==> config.mk <==
export PLATFORM = sky130hd
export DESIGN_NAME = scanline_buf_ctrl
export DESIGN_NICKNAME = d
export VERILOG_FILES = /design/src/rtl/scanline_buf_ctrl.sv
export SDC_FILE = /design/constraint.sdc
export NUM_CORES = 2
export LEC_CHECK = 0
export ABC_AREA = 1
export BUFFER_PORTS_ARGS = -buffer_cell sky130_fd_sc_hd__clkbuf_2
export CORE_ASPECT_RATIO = 0.9
export CORE_MARGIN = 2
export CORE_UTILIZATION = 50
export CTS_BUF_LIST = sky130_fd_sc_hd__clkbuf_8
export CTS_CLUSTER_DIAMETER = 120
export CTS_CLUSTER_SIZE = 24
export DETAILED_ROUTE_END_ITERATION = 10
export PLACE_DENSITY = 0.67
export RECOVER_POWER = 50
export SETUP_SLACK_MARGIN = 0.15
export SYNTH_ARGS = -nofsm -noshare
export SYNTH_HDL_FRONTEND = slang
export SYNTH_SLANG_ARGS = --single-unit
export TNS_END_PERCENT = 100
==> constraint.sdc <==
create_clock -name clk -period 4.37 [get_ports clk]
set_clock_uncertainty 0.1 [all_clocks]
set_input_delay 0.6555 -clock clk [delete_from_list [all_inputs] [get_ports clk]]
set_output_delay 0.6555 -clock clk [all_outputs]
set_load 0.005 [all_outputs]
==> src/rtl/scanline_buf_ctrl.sv <==
// Ping-pong scanline buffer between PPU pixel output and VGA scanout.
// PPU fills one bank while VGA shows the other; each line is repeated REPEAT rows.
module scanline_buf_ctrl #(
  parameter int IDX_W = 8,
  parameter int PIX_W = 6,
  parameter int REPEAT = 2,
  parameter logic [PIX_W-1:0] BLANK_IDX = 6'h0F
) (
  input  logic             clk,
  input  logic             rst,
  input  logic             clk_en,
  input  logic             ppu_pix_valid,
  input  logic [IDX_W-1:0] ppu_pix_x,
  input  logic [PIX_W-1:0] ppu_pix_data,
  input  logic             ppu_line_done,
  input  logic             vga_line_start,
  input  logic             vga_frame_start,
  input  logic [IDX_W-1:0] vga_buf_idx,
  output logic [PIX_W-1:0] vga_buf_out,
  output logic             wr_bank,
  output logic             rd_bank,
  output logic             rd_active,
  output logic             overrun,
  output logic             underrun,
  input  logic             err_clr
);

  localparam int LEN = 2 ** IDX_W;
  localparam logic [1:0] REP = REPEAT[1:0];

  localparam logic [0:0] W_FILL = 1'b0;
  localparam logic [0:0] W_WAIT = 1'b1;
  localparam logic [0:0] R_IDLE = 1'b0;
  localparam logic [0:0] R_SHOW = 1'b1;

  logic [PIX_W-1:0] mem [0:2*LEN-1];

  logic [0:0] w_state;
  logic [0:0] r_state;
  logic [1:0] bank_full;
  logic [1:0] rep_cnt;
  logic [1:0] full_set;
  logic [1:0] full_clr;
  logic       ovr_set;
  logic       und_set;

  always_ff @(posedge clk) begin
    if (!rst && clk_en && w_state == W_FILL && ppu_pix_valid)
      mem[{wr_bank, ppu_pix_x}] <= ppu_pix_data;
  end

  // Bank ownership changes from both sides merge here; a set wins over a clear.
  always_comb begin
    full_set = 2'b00;
    full_clr = 2'b00;
    ovr_set  = 1'b0;
    und_set  = 1'b0;
    if (w_state == W_FILL && ppu_line_done)
      full_set[wr_bank] = 1'b1;
    if (w_state == W_WAIT && (ppu_pix_valid || ppu_line_done))
      ovr_set = 1'b1;
    if (r_state == R_SHOW) begin
      if (vga_frame_start)
        full_clr[rd_bank] = 1'b1;
      else if (vga_line_start && rep_cnt == REP) begin
        if (bank_full[~rd_bank])
          full_clr[rd_bank] = 1'b1;
        else
          und_set = 1'b1;
      end
    end
  end

  always_ff @(posedge clk) begin
    if (rst) begin
      wr_bank   <= 1'b0;
      rd_bank   <= 1'b0;
      bank_full <= 2'b00;
      rep_cnt   <= 2'd0;
      w_state   <= W_FILL;
      r_state   <= R_IDLE;
      overrun   <= 1'b0;
      underrun  <= 1'b0;
    end else if (clk_en) begin
      bank_full <= (bank_full & ~full_clr) | full_set;
      overrun   <= ovr_set | (overrun & ~err_clr);
      underrun  <= und_set | (underrun & ~err_clr);

      case (w_state)
        W_FILL: begin
          if (ppu_line_done) begin
            if (!bank_full[~wr_bank])
              wr_bank <= ~wr_bank;
            else
              w_state <= W_WAIT;
          end
        end
        default: begin
          if (!bank_full[~wr_bank]) begin
            wr_bank <= ~wr_bank;
            w_state <= W_FILL;
          end
        end
      endcase

      // Frame start overrides a coincident line start.
      if (vga_frame_start) begin
        r_state <= R_IDLE;
        rep_cnt <= 2'd0;
      end else if (vga_line_start) begin
        case (r_state)
          R_IDLE: begin
            if (bank_full[~wr_bank]) begin
              rd_bank <= ~wr_bank;
              rep_cnt <= 2'd1;
              r_state <= R_SHOW;
            end else if (w_state == W_WAIT && bank_full[wr_bank]) begin
              rd_bank <= wr_bank;
              rep_cnt <= 2'd1;
              r_state <= R_SHOW;
            end
          end
          default: begin
            if (rep_cnt < REP)
              rep_cnt <= rep_cnt + 2'd1;
            else if (bank_full[~rd_bank]) begin
              rd_bank <= ~rd_bank;
              rep_cnt <= 2'd1;
            end
          end
        endcase
      end
    end
  end

  assign rd_active   = (r_state == R_SHOW);
  assign vga_buf_out = (r_state == R_SHOW) ? mem[{rd_bank, vga_buf_idx}] : BLANK_IDX;

endmodule
=== Word level (Yosys, flattened, before mapping) ===
Memories as Yosys holds them, arrays and structs flattened.
Index checks and enable logic that the tools add are counted.

* Input port bits: 30
* Bits in registers: 10
* RAM bits: 3072
* Latch bits: 0
* Logic and storage cells: 98
* ROM bits: 0
* Memories kept: 1

* Bitwise operators: 12
* Order comparisons: 7
* Shift-type cells: 0
* Div/mod/pow operators: 0
* Mux-type cells: 46
* Add/subtract/negate cells: 1
* Reduce and logical (&&, ||, !) cells: 19
* Multipliers: 0
* Equality and inequality tests: 4

{| class="wikitable"
|+ Memories
! memory !! words !! width !! rd ports !! clocked after Yosys merged registers in !! write ports !! RTL line !! RTL
|-
| mem || 512 || 6 || 1 || 0 || 1 || 36 || <nowiki>logic [PIX_W-1:0] mem [0:2*LEN-1];</nowiki>
|}

{| class="wikitable"
|+ Operator list
! cell !! count
|-
| 1-bit 2-to-1 mux || 31
|-
| 2-bit 2-to-1 mux || 12
|-
| 1-bit logical AND || 9
|-
| 1-bit by 2-bit less-than comparator with 1-bit output (second input constant) || 4
|-
| 6-bit 2-to-1 mux || 1
|-
| 6-bit AND reduction || 1
|-
| 1-bit NOT || 5
|-
| 4-bit by 2-bit inequality test with 1-bit output (second input constant) || 1
|-
| 2-bit AND reduction || 2
|-
| 4-bit AND reduction || 1
|-
| 2-bit nonzero test || 2
|-
| 4-bit nonzero test || 1
|-
| 3-bit nonzero test || 1
|-
| 2-bit by 1-bit adder with 2-bit output (second input constant) || 1
|-
| 1-bit AND || 2
|-
| 2-bit AND || 1
|-
| 1-bit demux with 1-bit select || 2
|-
| 2-bit equality test (second input constant) || 1
|-
| 1-bit >= comparator (second input constant) || 2
|-
| 2-bit less-than comparator (second input constant) || 1
|-
| 2-bit by 1-bit inequality test with 1-bit output (second input constant) || 1
|-
| 2-bit inequality test (second input constant) || 1
|-
| 2-bit NOT || 1
|-
| 1-bit OR || 2
|-
| 3 further kinds || 3
|}

=== Logic depth before layout (Yosys ltp) ===
* Depth after elaboration: 11
* Depth in mapped cells: 17
* Depth with buffers taken out: 13

=== Worst setup path after synthesis ===
OpenSTA, ideal clock, no wires.

* Path kind: in2out
* From: input port vga_buf_idx[0]
* To: output port vga_buf_out[2]
* Setup slack: 1596 ps
* Cell stages on the path: 17
* Path buffers: 4
* Arrival: 2019 ps
* Required time: 3614 ps
* Cells stage by stage: buf_4 -> inv_4 -> buf_6 -> buf_6 -> buf_4 -> nand2_1 -> nand3_1 -> nand3_1 -> nand3_1 -> nand3_1 -> nand3_1 -> nand3_1 -> nand3_1 -> nand2_1 -> nand2_1 -> nand2_1 -> inv_1

* Word-level cells in the longest chain between the ends: 2

{| class="wikitable"
|+ RTL lines
! element !! RTL line !! RTL
|-
| from (decl) || 18 || <nowiki>input logic [IDX_W-1:0] vga_buf_idx,</nowiki>
|-
| memory 512 x 6 bit || n/a ||
|-
| 6-bit 2-to-1 mux || 137 || <nowiki>assign vga_buf_out = (r_state == R_SHOW) ? mem[{rd_bank, vga_buf_idx}] : BLANK_IDX;</nowiki>
|-
| to (decl) || 19 || <nowiki>output logic [PIX_W-1:0] vga_buf_out,</nowiki>
|}

Every way passes these cells.

=== Final worst setup path ===
* From: input port vga_buf_idx[1]
* To: output port vga_buf_out[2]

Same word-level chain as after synthesis.

==> results.md <==
- Wire per inst: about 25 µm
- Mapped Cells: 10700
- # setup viols final: 0
- WHS: a little under 0.4 ns
- Design area: approximately 130000 µm²
- Max layer used: met5
- Ranking of synthesized cells by area: edfxtp_1, nand3_1, nand2_1
- # nets final: 10500
- Violated checks: capacitance limit, slew limit
- Total CTS buffers: between 150 and 200
- Fraction of registers with async set/reset: 0%
- CTS Buffer Depth: 4
- FF-to-FF End: mem[389][4]
- Synth area leader: edfxtp_1
- Post-Syn Area per Cell: between 10 and 15 µm²
- GRT overflow: 0
- Area share of the largest cell type after synthesis: approximately three quarters
- Fin Setup TNS: 0 ns
- Final ANT Viol Nets: 0
- DR WL met3: between 30000 and 40000 µm
- Filler cells: about 21000
- HPWL after DPL: 209000 µm
- Row count: roughly 170
- Clk pin slew, worst setup/hold paths: ~0.13 ns
- Crit Path Max Fanout: 43
- Fin crit period: about 4.2 ns
- Root buffer cell: clkbuf_8
- #FFs+latches synth: 3082
- Max_cap viols: 39
- Most frequent cells in the layout: nand2_1, edfxtp_1, nand3_1
- Distinct cells, synth: 26
- Seq/Total Area, Yosys: 73.6%
- Slew Limit Headroom: -86.0%
- Startpoint Class: primary input
- Max Freq: between 0.2 and 0.25 GHz
- Die span in x: about 530 µm
- Htree depth: 4
- Worst Tran Pin Value: around 2.8 ns
- Largest net degree at the start of global routing: slightly above 100
- Die height: 480 µm
- DR vias: roughly 83000
- Setup CP Type: in -> out
- Hold Crit Class: reg -> reg
- Final Hold Fails: 0
- Critical Path End: vga_buf_out[2]
- DRT Wirelength: 344000 µm
- Mapped Area: 126000 µm²
- Peak VDD IR: roughly 300 µV
- Area of the die: roughly 260000 µm²
- Post-CTS Setup Inserts: 0
- WP data required: 3.61 ns
- Via density: between 6 and 7
- Clk_lat worst skew: 1.00 ns
- Slew Viols, Final: approximately 2400
- Leakage: approximately 45 nW
- Vias in the first global route: about 80000
- Total GRT Usage: 26.4%
- Met2 WL post-DR: 158000 µm
- Drt pass-1 iters: 7
- Starting Density: about half
- Hold Crit Start: underrun
- Area Growth Syn to Fin: 5.81%
- Fin crit share: 96.8%
- CTS tree: yes
- First-pass GRT wire length: 509000 µm
- PwrDens: approximately 360 nW/µm²
- RSZ-0062 raised after global routing: true
- Core area: roughly 250000 µm²
- Io pins: slightly above 40
- DRC Markers: 0
- CP arrival: ~3.5 ns
- Worst r2r src: wr_bank
- Setup crit end kind: output port
- Reg2Reg Setup Slack: around 1 ns
- Initial antenna violation count: 15
- Dominant synthesized flop cell: edfxtp_1
- Outcome: complete, but fails checks
- Yosys warns: 0
- Syn_nets: around 11000
- Placed cell area: approximately 130000 µm²
- CP startpoint: vga_buf_idx[1]
- Number of synthesized flops with an enable pin: around 3000
- Number of port buffers: 40
- DRT iter0 DRCs: 11800
- R2R cell count: 5
- Final GP Congestion: 0.902
- Routed length on met1: 137000 µm
- TritonCTS sink count: a little over 3000
- Share of cells above drive strength 1: 5.40%
[report_power, final]
part	total [mW]	switching (mW)	internal, mW
logic	3.79	2.81	0.979
registers	32.5	0.00949	32.5
clock network	11.8	8.48	3.31
total	48.1	11.3	36.8
[cell type report]
cell class / count / area [µm²] / share of cell area, %
diodes: 6 / 15.0 / 0.0113
clock buffers: 156 / 2150 / 1.61
clock inverters: 25 / 128 / 0.0960
inverters: 50 / 248 / 0.186
multi-input cells: 6763 / 29500 / 22.2
flip-flops and latches: 3082 / 92400 / 69.5
well taps: 3344 / 4180 / 3.15
repair buffers: 409 / 4330 / 3.26
[cells in the mapped netlist (all sizes together) (2+ instances only)]
| cell | count |
|---|---|
| o31ai | 2 |
| clkinv | 3 |
| nand3 | 2998 |
| buf | 544 |
| inv | 47 |
| a21oi | 22 |
| o21ai | 54 |
| o22ai | 16 |
| nand4 | 2 |
| nor2 | 563 |
| nand2 | 3091 |
| clkbuf | 216 |
| dfxtp | 10 |
| nor3 | 10 |
| edfxtp | 3072 |
[cell families after synthesis]
| family | share of synthesized area [%] |
|---|---|
| simple gates | 22.9 |
| flops | 73.6 |
| buf+inv | 3.13 |
| compound gates | 0.420 |
[registers in the layout, indices dropped and copies added (netlist names)]
name	cells
mem	3072
rd_active	1
bank_full	2
w_state	1
rep_cnt	2
underrun	1
rd_bank	1
wr_bank	1
overrun	1
[timing repair]
item | 4_1_cts | 5_1_grt
endpoints found under the hold margin | 41 | 0
resized for setup | 4 | 14
cloned | 0 | 1
endpoints found under the setup margin | 4 | 5
hold buffers | 15 | 0
[worst min-delay path by stage]
stage	endpoint	cells past startpoint
3_5_place_dp	underrun	2
3_3_place_gp	underrun	2
6_report	underrun	2
2_1_floorplan	rep_cnt[1]	2
4_1_cts	mem[228][2]	1
5_1_grt	rep_cnt[0]	3
[critical path: stages]
cell and delay [ns]:
buf_8 0.17, buf_12 0.24, buf_12 0.26, buf_4 0.22, nand3_1 0.09, nand3_1 0.08, nand3_1 0.17, nand3_1 0.17
nand3_1 0.17, nand3_1 0.25, nand3_1 0.11, nand2_1 0.10, nand2_1 0.19, nand2_1 0.16, buf_4 0.18, inv_1 0.06
clkbuf_2 0.11
[per-stage QoR]
step | setup WS [ns] | total power [mW] | utilization, % | std cells
finish | 0.141 | 48.1 | 53.2 | 13800
global route | 0.129 | 49.4 | 53.2 | 13800
CTS | 0.161 | 48.2 | 53.4 | 13800
detailed placement | 0.0638 | 36.9 | 52.4 | 13600
global placement | 0.0738 | 36.9 | 52.4 | 13600
floorplan | 1.60 | 35.1 | - | 10700
[per-layer routing]
metal | vias up | GRT usage, %
met5 | - | 0
met1 | 40700 | 37.4
met4 | 14 | 8.92
met2 | 4629 | 41.7
met3 | 631 | 4.39
li1 | 37200 | -
(Power assumes the default switching activity.)
